==> src/rtl/uart_cmd_pkg.sv <==
// Shared opcode, status and FSM state encodings for the UART command controller.
// No logic; constants and types only.
// Imported by uart_cmd_ctrl and by anything that decodes its responses.
package uart_cmd_pkg;

    // Command opcodes received over the UART
    localparam logic [7:0] OP_WR   = 8'h57;  // 'W'
    localparam logic [7:0] OP_RD   = 8'h52;  // 'R'

    // Status bytes returned as the first response byte
    localparam logic [7:0] ST_OK   = 8'h4B;  // 'K' write acknowledged
    localparam logic [7:0] ST_DATA = 8'h44;  // 'D' read data follows
    localparam logic [7:0] ST_ERR  = 8'h45;  // 'E' bad opcode or checksum
    localparam logic [7:0] ST_TMO  = 8'h54;  // 'T' bus access timed out

    // FSM state encoding
    typedef logic [3:0] state_t;

    localparam state_t IDLE        = 4'd0;
    localparam state_t GET_ADDR    = 4'd1;
    localparam state_t GET_DATA    = 4'd2;
    localparam state_t GET_CSUM    = 4'd3;
    localparam state_t BUS_WR      = 4'd4;
    localparam state_t BUS_RD      = 4'd5;
    localparam state_t SEND_STATUS = 4'd6;
    localparam state_t SEND_DATA   = 4'd7;
    localparam state_t SEND_CSUM   = 4'd8;

endpackage

==> src/rtl/uart_cmd_ctrl.sv <==
// UART command decoder: parses 'W' addr data / 'R' addr, drives a register bus, replies status (+data); optional XOR checksum under UART_CMD_CHECKSUM_EN.
// Latency: one byte per cycle when FIFOs allow; bus access takes ack delay (max TIMEOUT cycles) before the response.
// Backpressure: stalls in GET_* while rx_empty, in SEND_* while tx_full; bus strobe held until reg_ack or timeout.
module uart_cmd_ctrl
    import uart_cmd_pkg::*;
#(
    parameter int DBITS   = 8,
    parameter int TIMEOUT = 255,
    parameter int TO_BITS = 8
) (
    input  logic             clk_100MHz,
    input  logic             reset,
    // RX FIFO
    input  logic             rx_empty,
    input  logic [DBITS-1:0] read_data,
    output logic             read_uart,
    // TX FIFO
    input  logic             tx_full,
    output logic             write_uart,
    output logic [DBITS-1:0] write_data,
    // register bus
    output logic [DBITS-1:0] reg_addr,
    output logic [DBITS-1:0] reg_wdata,
    input  logic [DBITS-1:0] reg_rdata,
    output logic             reg_we,
    output logic             reg_re,
    input  logic             reg_ack,
    output logic             busy
);

`ifdef UART_CMD_CHECKSUM_EN
    localparam bit CSUM_EN = 1'b1;
`else
    localparam bit CSUM_EN = 1'b0;
`endif

    state_t             state_q, state_d;
    logic               is_wr_q;
    logic [DBITS-1:0]   addr_q, wdata_q, rdata_q, status_q;
    logic [TO_BITS-1:0] to_cnt_q;

    logic               pop, push, in_bus, bus_tmo, op_valid;
    logic [DBITS-1:0]   tx_byte;

`ifdef UART_CMD_CHECKSUM_EN
    logic [DBITS-1:0]   rx_csum_q, tx_csum_q;
    logic               csum_bad;
    assign csum_bad = (read_data != rx_csum_q);
`endif

    // Pops and pushes are suppressed while reset is held so the FIFOs see no side effects
    assign pop = !reset && !rx_empty &&
                 (state_q == IDLE || state_q == GET_ADDR ||
                  state_q == GET_DATA || state_q == GET_CSUM);
    assign push = !reset && !tx_full &&
                  (state_q == SEND_STATUS || state_q == SEND_DATA || state_q == SEND_CSUM);

    assign in_bus   = (state_q == BUS_WR) || (state_q == BUS_RD);
    // Ack on the final allowed cycle still wins over the timeout
    assign bus_tmo  = in_bus && !reg_ack && (to_cnt_q == TO_BITS'(TIMEOUT - 1));
    assign op_valid = (read_data == DBITS'(OP_WR)) || (read_data == DBITS'(OP_RD));

    // Select the byte presented to the TX FIFO in each send state
    always_comb begin
        tx_byte = '0;
        case (state_q)
            SEND_STATUS: tx_byte = status_q;
            SEND_DATA:   tx_byte = rdata_q;
`ifdef UART_CMD_CHECKSUM_EN
            SEND_CSUM:   tx_byte = tx_csum_q;
`endif
            default:     tx_byte = '0;
        endcase
    end

    // Next-state logic
    always_comb begin
        state_d = state_q;
        case (state_q)
            IDLE:
                if (pop) state_d = op_valid ? GET_ADDR : SEND_STATUS;
            GET_ADDR:
                if (pop) state_d = is_wr_q ? GET_DATA : (CSUM_EN ? GET_CSUM : BUS_RD);
            GET_DATA:
                if (pop) state_d = CSUM_EN ? GET_CSUM : BUS_WR;
`ifdef UART_CMD_CHECKSUM_EN
            GET_CSUM:
                if (pop) state_d = csum_bad ? SEND_STATUS : (is_wr_q ? BUS_WR : BUS_RD);
`endif
            BUS_WR, BUS_RD:
                if (reg_ack || bus_tmo) state_d = SEND_STATUS;
            SEND_STATUS:
                if (push) state_d = (status_q == DBITS'(ST_DATA)) ? SEND_DATA :
                                    (CSUM_EN ? SEND_CSUM : IDLE);
            SEND_DATA:
                if (push) state_d = CSUM_EN ? SEND_CSUM : IDLE;
`ifdef UART_CMD_CHECKSUM_EN
            SEND_CSUM:
                if (push) state_d = IDLE;
`endif
            default:
                state_d = IDLE;
        endcase
    end

    // State, command fields, bus timeout counter and response status
    always_ff @(posedge clk_100MHz) begin
        if (reset) begin
            state_q  <= IDLE;
            is_wr_q  <= 1'b0;
            addr_q   <= '0;
            wdata_q  <= '0;
            rdata_q  <= '0;
            status_q <= '0;
            to_cnt_q <= '0;
        end else begin
            state_q <= state_d;

            if (in_bus && !reg_ack) to_cnt_q <= to_cnt_q + 1'b1;
            else                    to_cnt_q <= '0;

            case (state_q)
                IDLE: if (pop) begin
                    is_wr_q <= (read_data == DBITS'(OP_WR));
                    if (!op_valid) status_q <= DBITS'(ST_ERR);
                end
                GET_ADDR: if (pop) addr_q  <= read_data;
                GET_DATA: if (pop) wdata_q <= read_data;
`ifdef UART_CMD_CHECKSUM_EN
                GET_CSUM: if (pop && csum_bad) status_q <= DBITS'(ST_ERR);
`endif
                BUS_WR: begin
                    if (reg_ack)      status_q <= DBITS'(ST_OK);
                    else if (bus_tmo) status_q <= DBITS'(ST_TMO);
                end
                BUS_RD: begin
                    if (reg_ack) begin
                        status_q <= DBITS'(ST_DATA);
                        rdata_q  <= reg_rdata;
                    end else if (bus_tmo) begin
                        status_q <= DBITS'(ST_TMO);
                    end
                end
                default: ;
            endcase
        end
    end

`ifdef UART_CMD_CHECKSUM_EN
    // Running XOR of command bytes (restarted by the opcode) and of response bytes (restarted by the status)
    always_ff @(posedge clk_100MHz) begin
        if (reset) begin
            rx_csum_q <= '0;
            tx_csum_q <= '0;
        end else begin
            if (pop)  rx_csum_q <= (state_q == IDLE) ? read_data : (rx_csum_q ^ read_data);
            if (push) tx_csum_q <= (state_q == SEND_STATUS) ? status_q : (tx_csum_q ^ tx_byte);
        end
    end
`endif

    assign read_uart  = pop;
    assign write_uart = push;
    assign write_data = push ? tx_byte : '0;
    assign reg_we     = !reset && (state_q == BUS_WR);
    assign reg_re     = !reset && (state_q == BUS_RD);
    assign reg_addr   = (reg_we || reg_re) ? addr_q : '0;
    assign reg_wdata  = reg_we ? wdata_q : '0;
    assign busy       = (state_q != IDLE);

endmodule

==> config.mk <==
export PLATFORM = sky130hd
export DESIGN_NAME = uart_cmd_ctrl
export DESIGN_NICKNAME = d
export VERILOG_FILES = /design/src/rtl/uart_cmd_pkg.sv /design/src/rtl/uart_cmd_ctrl.sv
export SDC_FILE = /design/constraint.sdc
export NUM_CORES = 1
export LEC_CHECK = 0
export ABC_AREA = 1
export CORE_UTILIZATION = 30
export DETAILED_ROUTE_END_ITERATION = 7
export HOLD_SLACK_MARGIN = 0.08
export PLACE_DENSITY = 0.59
export SYNTH_ARGS = -nofsm -noshare
export SYNTH_HDL_FRONTEND = slang
export SYNTH_SLANG_ARGS = --single-unit
==> constraint.sdc <==
create_clock -name clk_100MHz -period 1.3 [get_ports clk_100MHz]
set_input_delay 0.26 -clock clk_100MHz [delete_from_list [all_inputs] [get_ports clk_100MHz]]
set_output_delay 0.26 -clock clk_100MHz [all_outputs]
set_load 0.005 [all_outputs]
==> results.json, run 1 <==
{
  "status": "finished with violations",
  "violations": "negative setup slack",
  "grt_max_degree": 17,
  "cp_slowest_cell": "dfxtp_2",
  "yosysSeqAreaShare_pct": 40.2,
  "via_count": 2371,
  "path_delay_family": "buffers and inverters",
  "maxCapViolCount": 0,
  "ys_warn_count": 0,
  "drt-vias-per-instance": 4.48,
  "crit_required_ns": 1.04,
  "path_cells": "inv_2, nand3_4, a21oi_4, inv_4, buf_6, nor2_2, buf_2",
  "setup_slack_ns": -0.369,
  "grt_use_total_pct": 17.5,
  "post-route-min-period_ns": 1.67,
  "critPathMaxFanout": 8,
  "ys_ff_latch": 44,
  "start_kind": "flip-flop",
  "dp_hpwl_um": 4190,
  "clkLatencyLatePin_ns": 0.30,
  "worstSetupEndpointType": "output pin",
  "antenna_found_initial": 0,
  "cts_root_buf": "clkbuf_8",
  "dieArea_sq_um": 7650,
  "ys.flop_type": "dfxtp_1",
  "fp.dieH_um": 87.5,
  "ioPinCount": 50,
  "nets": 456,
  "cts_made_buffers": 5,
  "fillers": 668,
  "drive_gt1_share_pct": 45.0,
  "gp_congestion": 0.783,
  "dieWidth_um": 87.5,
  "crit_type": "flip-flop to output pin",
  "synth_cell_type_count": 34,
  "cts.sinks": 44,
  "regArea_sq_um": 890,
  "placedCellCount": 496,
  "core_area_sq_um": 6910,
  "crit_buf_inv": 4,
  "drt-total-wl_um": 6370,
  "finalClockSkew_ns": 0.0156,
  "syn_area_sq_um": 2190,
  "rsz0062_at_grt": "yes",
  "yosysMostFrequentCell": "nand2_1",
  "worstMarginPinSlew_ns": 0.311,
  "initial_core_util_pct": 31.7,
  "multi_input_area_sq_um": 1420,
  "first_global_vias": 2333,
  "cts_tree": "done",
  "final_cells": 529,
  "port_buffers": 49,
  "max_stage_delay_ns": 0.35,
  "syn_nets": 331,
  "clk_pin_slew_ns": 0.09,
  "netlist_instances": 308,
  "hold_viol": 0,
  "overflow": 0,
  "antenna_left": 0,
  "h-tree-depth": 2,
  "leakage_nw": 1.60,
  "num_rows": 30,
  "synth_edf_count": 0,
  "synthTopCellsByCount": "nand2_1 (90), nor2_1 (51), dfxtp_1 (44)",
  "maxSlewHeadroom_pct": 79.2,
  "maxSlewViolCount": 0,
  "syn_avg_cell_area_sq_um": 7.11,
  "max_clock_freq_ghz": 0.599,
  "fin_crit_sh_pct": 128,
  "hold_path.class": "input port to flip-flop",
  "diodes": 0,
  "cts_max_path_buffers": 2,
  "wl_per_cell_um": 12.0,
  "crit_arrival_ns": 1.41,
  "grt_pass1_wl_um": 10500,
  "place_ws_ns": -0.894,
  "drtIter0Drc": 61,
  "setup-violations-final": 73,
  "drt_first_pass_iters": 4,
  "synth_area_leaders": "dfxtp_1 (40%), nand2_1 (15%), nor2_1 (8.7%)",
  "power_density_nw_per_um2": 1160,
  "worst_ir_drop_vdd_mv": 0.655,
  "synth_top_area_share_pct": 40.2,
  "area_delta_synth_final_pct": 73.6,
  "synthArstFlopShare_pct": 0,
  "drc_errors": 0,
  "synth_top_cell_by_area": "dfxtp_1"
}
-- final timing paths --
check | start | to | slack, ns | cells after the start
hold / removal | reset | state_q[0] | 0.35 | 3
hold reg to reg | rdata_q[1] | rdata_q[1] | 0.47 | 2
setup reg to reg | state_q[0] | status_q[4] | -0.31 | 12
setup / recovery | state_q[0] | write_data[5] | -0.37 | 7
-- cell usage in the layout, fill, tap and decap left out, types with 3 or more instances in the layout --
cell type / instances
nor2_2: 18
o21ai_0: 9
nand3_4: 4
buf_6: 28
inv_4: 3
nand2_4: 3
nor2_1: 21
nand2_2: 7
a21oi_2: 3
nand2_1: 83
clkbuf_8: 5
a21oi_1: 16
dfxtp_1: 41
nor2_4: 16
xor2_1: 3
buf_2: 28
buf_12: 5
clkdlybuf4s50_1: 17
inv_1: 16
nand3_1: 3
inv_2: 8
o21ai_1: 6
buf_4: 43
a22oi_1: 6
-- stage by stage --
stage               power, mW  TNS [ns]  utilization (%)  hold WS, ns  area [sq um]
global placement         2.65    -46.89             46.2        0.453          3190
CTS                      4.26    -12.97             53.3        0.333          3680
finish                   4.41    -15.98             55.1        0.353          3800
floorplan                2.17         0                -        0.373          2220
detailed placement       2.67    -47.01             46.2        0.459          3190
global route             4.66    -21.04             55.1        0.350          3800
-- layout make-up --
class	instances	share of cell area [%]
Clock buffer	6	2.47
Timing Repair inverter	1	0.165
Inverter	28	3.22
Timing Repair Buffer	126	29.4
Multi-Input combinational cell	227	37.4
Sequential cell	44	23.4
Tap cell	96	3.16
Clock inverter	1	0.790
-- where the power goes --
part           switching [mW]  internal [mW]
Combinational           0.909          0.854
Clock                   0.459          0.679
Sequential             0.0668           1.45
Total                    1.43           2.98
-- what timing repair did --
item | CTS | global route
setup buffers | 19 | 7
cloned | 3 | 0
pin swaps | 36 | 12
hold buffers | 0 | 0
endpoints found under the hold margin | 0 | 0
resized for setup | 201 | 34
setup endpoints to repair | 73 | 73
-- registers in the layout, indices dropped and copies added, names as in the netlist --
signal	flops
state_q	3
status_q	8
addr_q	8
to_cnt_q	8
wdata_q	8
rdata_q	8
is_wr_q	1
-- cells by family after synthesis --
family | synth area share, %
AND/OR/NAND/NOR | 34.6
adder cells (fa/ha/maj) | 1.14
flip-flops | 40.2
AO/OA/AOI/OAI | 14.3
buffers and inverters | 7.71
XOR/XNOR | 2.00
-- layer usage --
layer	vias to the layer above	wire, um	track usage, %
li1	1234	-	-
met5	-	0	0
met2	48	3210	30.3
met4	0	92	5.66
met1	1079	2840	21.6
met3	10	241	3.41
-- worst register-to-register path: stages (launching register included) --
cell	delay, ns
dfxtp_2	0.35
buf_4	0.15
nor2_4	0.15
buf_6	0.12
inv_4	0.03
nor2_4	0.11
inv_2	0.05
buf_6	0.12
nor2_4	0.09
inv_2	0.08
nand3_2	0.11
nand2_2	0.08
a21oi_2	0.09
No activity file was read; power rests on OpenSTA's default activity.
==> run 2: changes to the inputs <==
--- a/config.mk
+++ b/config.mk
@@ -8,6 +8,7 @@
 export ABC_AREA = 1
 export CORE_UTILIZATION = 30
 export DETAILED_ROUTE_END_ITERATION = 7
+export GPL_ROUTABILITY_DRIVEN = 0
 export HOLD_SLACK_MARGIN = 0.08
 export PLACE_DENSITY = 0.59
 export SYNTH_ARGS = -nofsm -noshare
==> results of run 2 <==
Final layout, timing and power as in run 1 (identical DEF).
==> run 3: changes to the inputs <==
--- a/config.mk
+++ b/config.mk
@@ -11,6 +11,7 @@
 export GPL_ROUTABILITY_DRIVEN = 0
 export HOLD_SLACK_MARGIN = 0.08
 export PLACE_DENSITY = 0.59
+export REMOVE_ABC_BUFFERS = 1
 export SYNTH_ARGS = -nofsm -noshare
 export SYNTH_HDL_FRONTEND = slang
 export SYNTH_SLANG_ARGS = --single-unit
==> results.json, run 3 (synthesized netlist as in run 1, its figures left out) <==
{
  "clk_pin_slew_ns": 0.09,
  "clkLatencyLatePin_ns": 0.30,
  "worstSetupEndpointType": "output pin",
  "port_buffers": 49,
  "fillers": 629,
  "worstMarginPinSlew_ns": 0.305,
  "leakage_nw": 1.63,
  "initial_core_util_pct": 31.7,
  "p_switching_mw": 1.60,
  "maxSlewViolCount": 0,
  "worst_ir_drop_vdd_mv": 0.520,
  "power_mw": 4.80,
  "hold_ws_ns": 0.469,
  "placedCellCount": 496,
  "grt_use_total_pct": 19.1,
  "start_kind": "flip-flop",
  "cts_max_path_buffers": 2,
  "hold_path.class": "input port to flip-flop",
  "drt-vias-per-instance": 4.65,
  "status": "finished with violations",
  "rsz0062_at_grt": "yes",
  "layout_commonest_cell": "nand2_1",
  "grt_max_degree": 17,
  "crit_type": "flip-flop to output pin",
  "final_cells": 532,
  "drc_errors": 0,
  "antenna_found_initial": 0,
  "h-tree-depth": 2,
  "drtIter0Drc": 97,
  "max_clock_freq_ghz": 0.572,
  "dp_hpwl_um": 4290,
  "setup-violations-final": 66,
  "maxCapViolCount": 0,
  "drive_gt1_share_pct": 49.8,
  "grt_pass1_wl_um": 11300,
  "cts_tree": "done",
  "place_area_sq_um": 3170,
  "diodes": 0,
  "finalClockSkew_ns": 0.00986,
  "first_global_vias": 2454,
  "final_cell_mix": "nand2_1 (67), buf_4 (46), dfxtp_1 (41), nor2_1 (32), buf_2 (23)",
  "via_count": 2472,
  "dieWidth_um": 87.5,
  "overflow": 0,
  "fin_crit_sh_pct": 135,
  "crit_arrival_ns": 1.49,
  "setup_slack_ns": -0.449,
  "cts.sinks": 44,
  "combPwrFrac_pct": 42.5,
  "wl_per_cell_um": 13.4,
  "core_area_sq_um": 6910,
  "p_int_mw": 3.20,
  "fin_util_pct": 58.0,
  "dieArea_sq_um": 7650,
  "cts_root_buf": "clkbuf_8",
  "violations": "negative setup slack",
  "area_delta_synth_final_pct": 82.9,
  "power_density_nw_per_um2": 1200,
  "drt-total-wl_um": 7120,
  "fp.dieH_um": 87.5,
  "num_rows": 30,
  "p_clk_share_pct": 25.9,
  "cts_made_buffers": 5,
  "drt_first_pass_iters": 4,
  "cts_hold_buf": 0,
  "tns_ns": -13.55,
  "ioPinCount": 50,
  "switching_share_pct": 33.3,
  "antenna_left": 0,
  "hold_viol": 0,
  "crit_required_ns": 1.04,
  "fin_area_sq_um": 4010,
  "nets": 459,
  "place_ws_ns": -0.930,
  "critPathMaxFanout": 7,
  "power_frac_seq_pct": 31.6,
  "post-route-min-period_ns": 1.75,
  "maxSlewHeadroom_pct": 79.6
}
[run 3: timing repair]
item | CTS | global route
pin swaps | 51 | 22
gates cloned | 4 | 0
endpoints found under the setup margin | 73 | 73
buffers inserted | 22 | 6
gates resized for setup | 230 | 38
[run 3: path summary, 6_finish.rpt]
path	to	cells past startpoint	slack, ns	start
worst max-delay path	write_data[6]	7	-0.45	state_q[1]
worst min-delay path	status_q[1]	4	0.47	reset
worst max register to register	status_q[2]	12	-0.35	state_q[0]
worst min register to register	rdata_q[1]	2	0.47	rdata_q[1]
[run 3: metal layers]
metal / track usage, % / vias up / wire length (um)
met1: 22.3 / 1169 / 3120
met5: 0 / - / 0
met3: 3.22 / 13 / 195
met4: 5.51 / 0 / 157
met2: 35.4 / 50 / 3650
li1: - / 1240 / -
[run 3: layout make-up]
cell class | instances | area [sq um] | area share, %
Sequential cell | 44 | 892 | 22.3
Multi-Input combinational cell | 229 | 1520 | 37.9
Inverter | 28 | 136 | 3.40
Clock buffer | 5 | 68.8 | 1.72
Clock inverter | 2 | 60.1 | 1.50
Timing Repair Buffer | 128 | 1210 | 30.2
Tap cell | 96 | 120 | 3.00
[run 3: power groups by stage]
stage                     Sequential (mW)  Combinational [mW]  Clock, mW
after CTS                            1.51                1.77       1.25
final                                1.52                2.04       1.24
after global placement               1.52                1.12          0
after detailed placement             1.53                1.12          0
after floorplan                      1.57               0.535          0
after global routing                 1.53                2.18       1.31
[run 3: critical path, cell delays in order (launching register included)]
cell and delay, ns:
dfxtp_4 0.37, buf_6 0.12, nand3_4 0.09, clkinvlp_4 0.18, buf_6 0.15, a22oi_2 0.11
nor2_1 0.05, buf_2 0.12
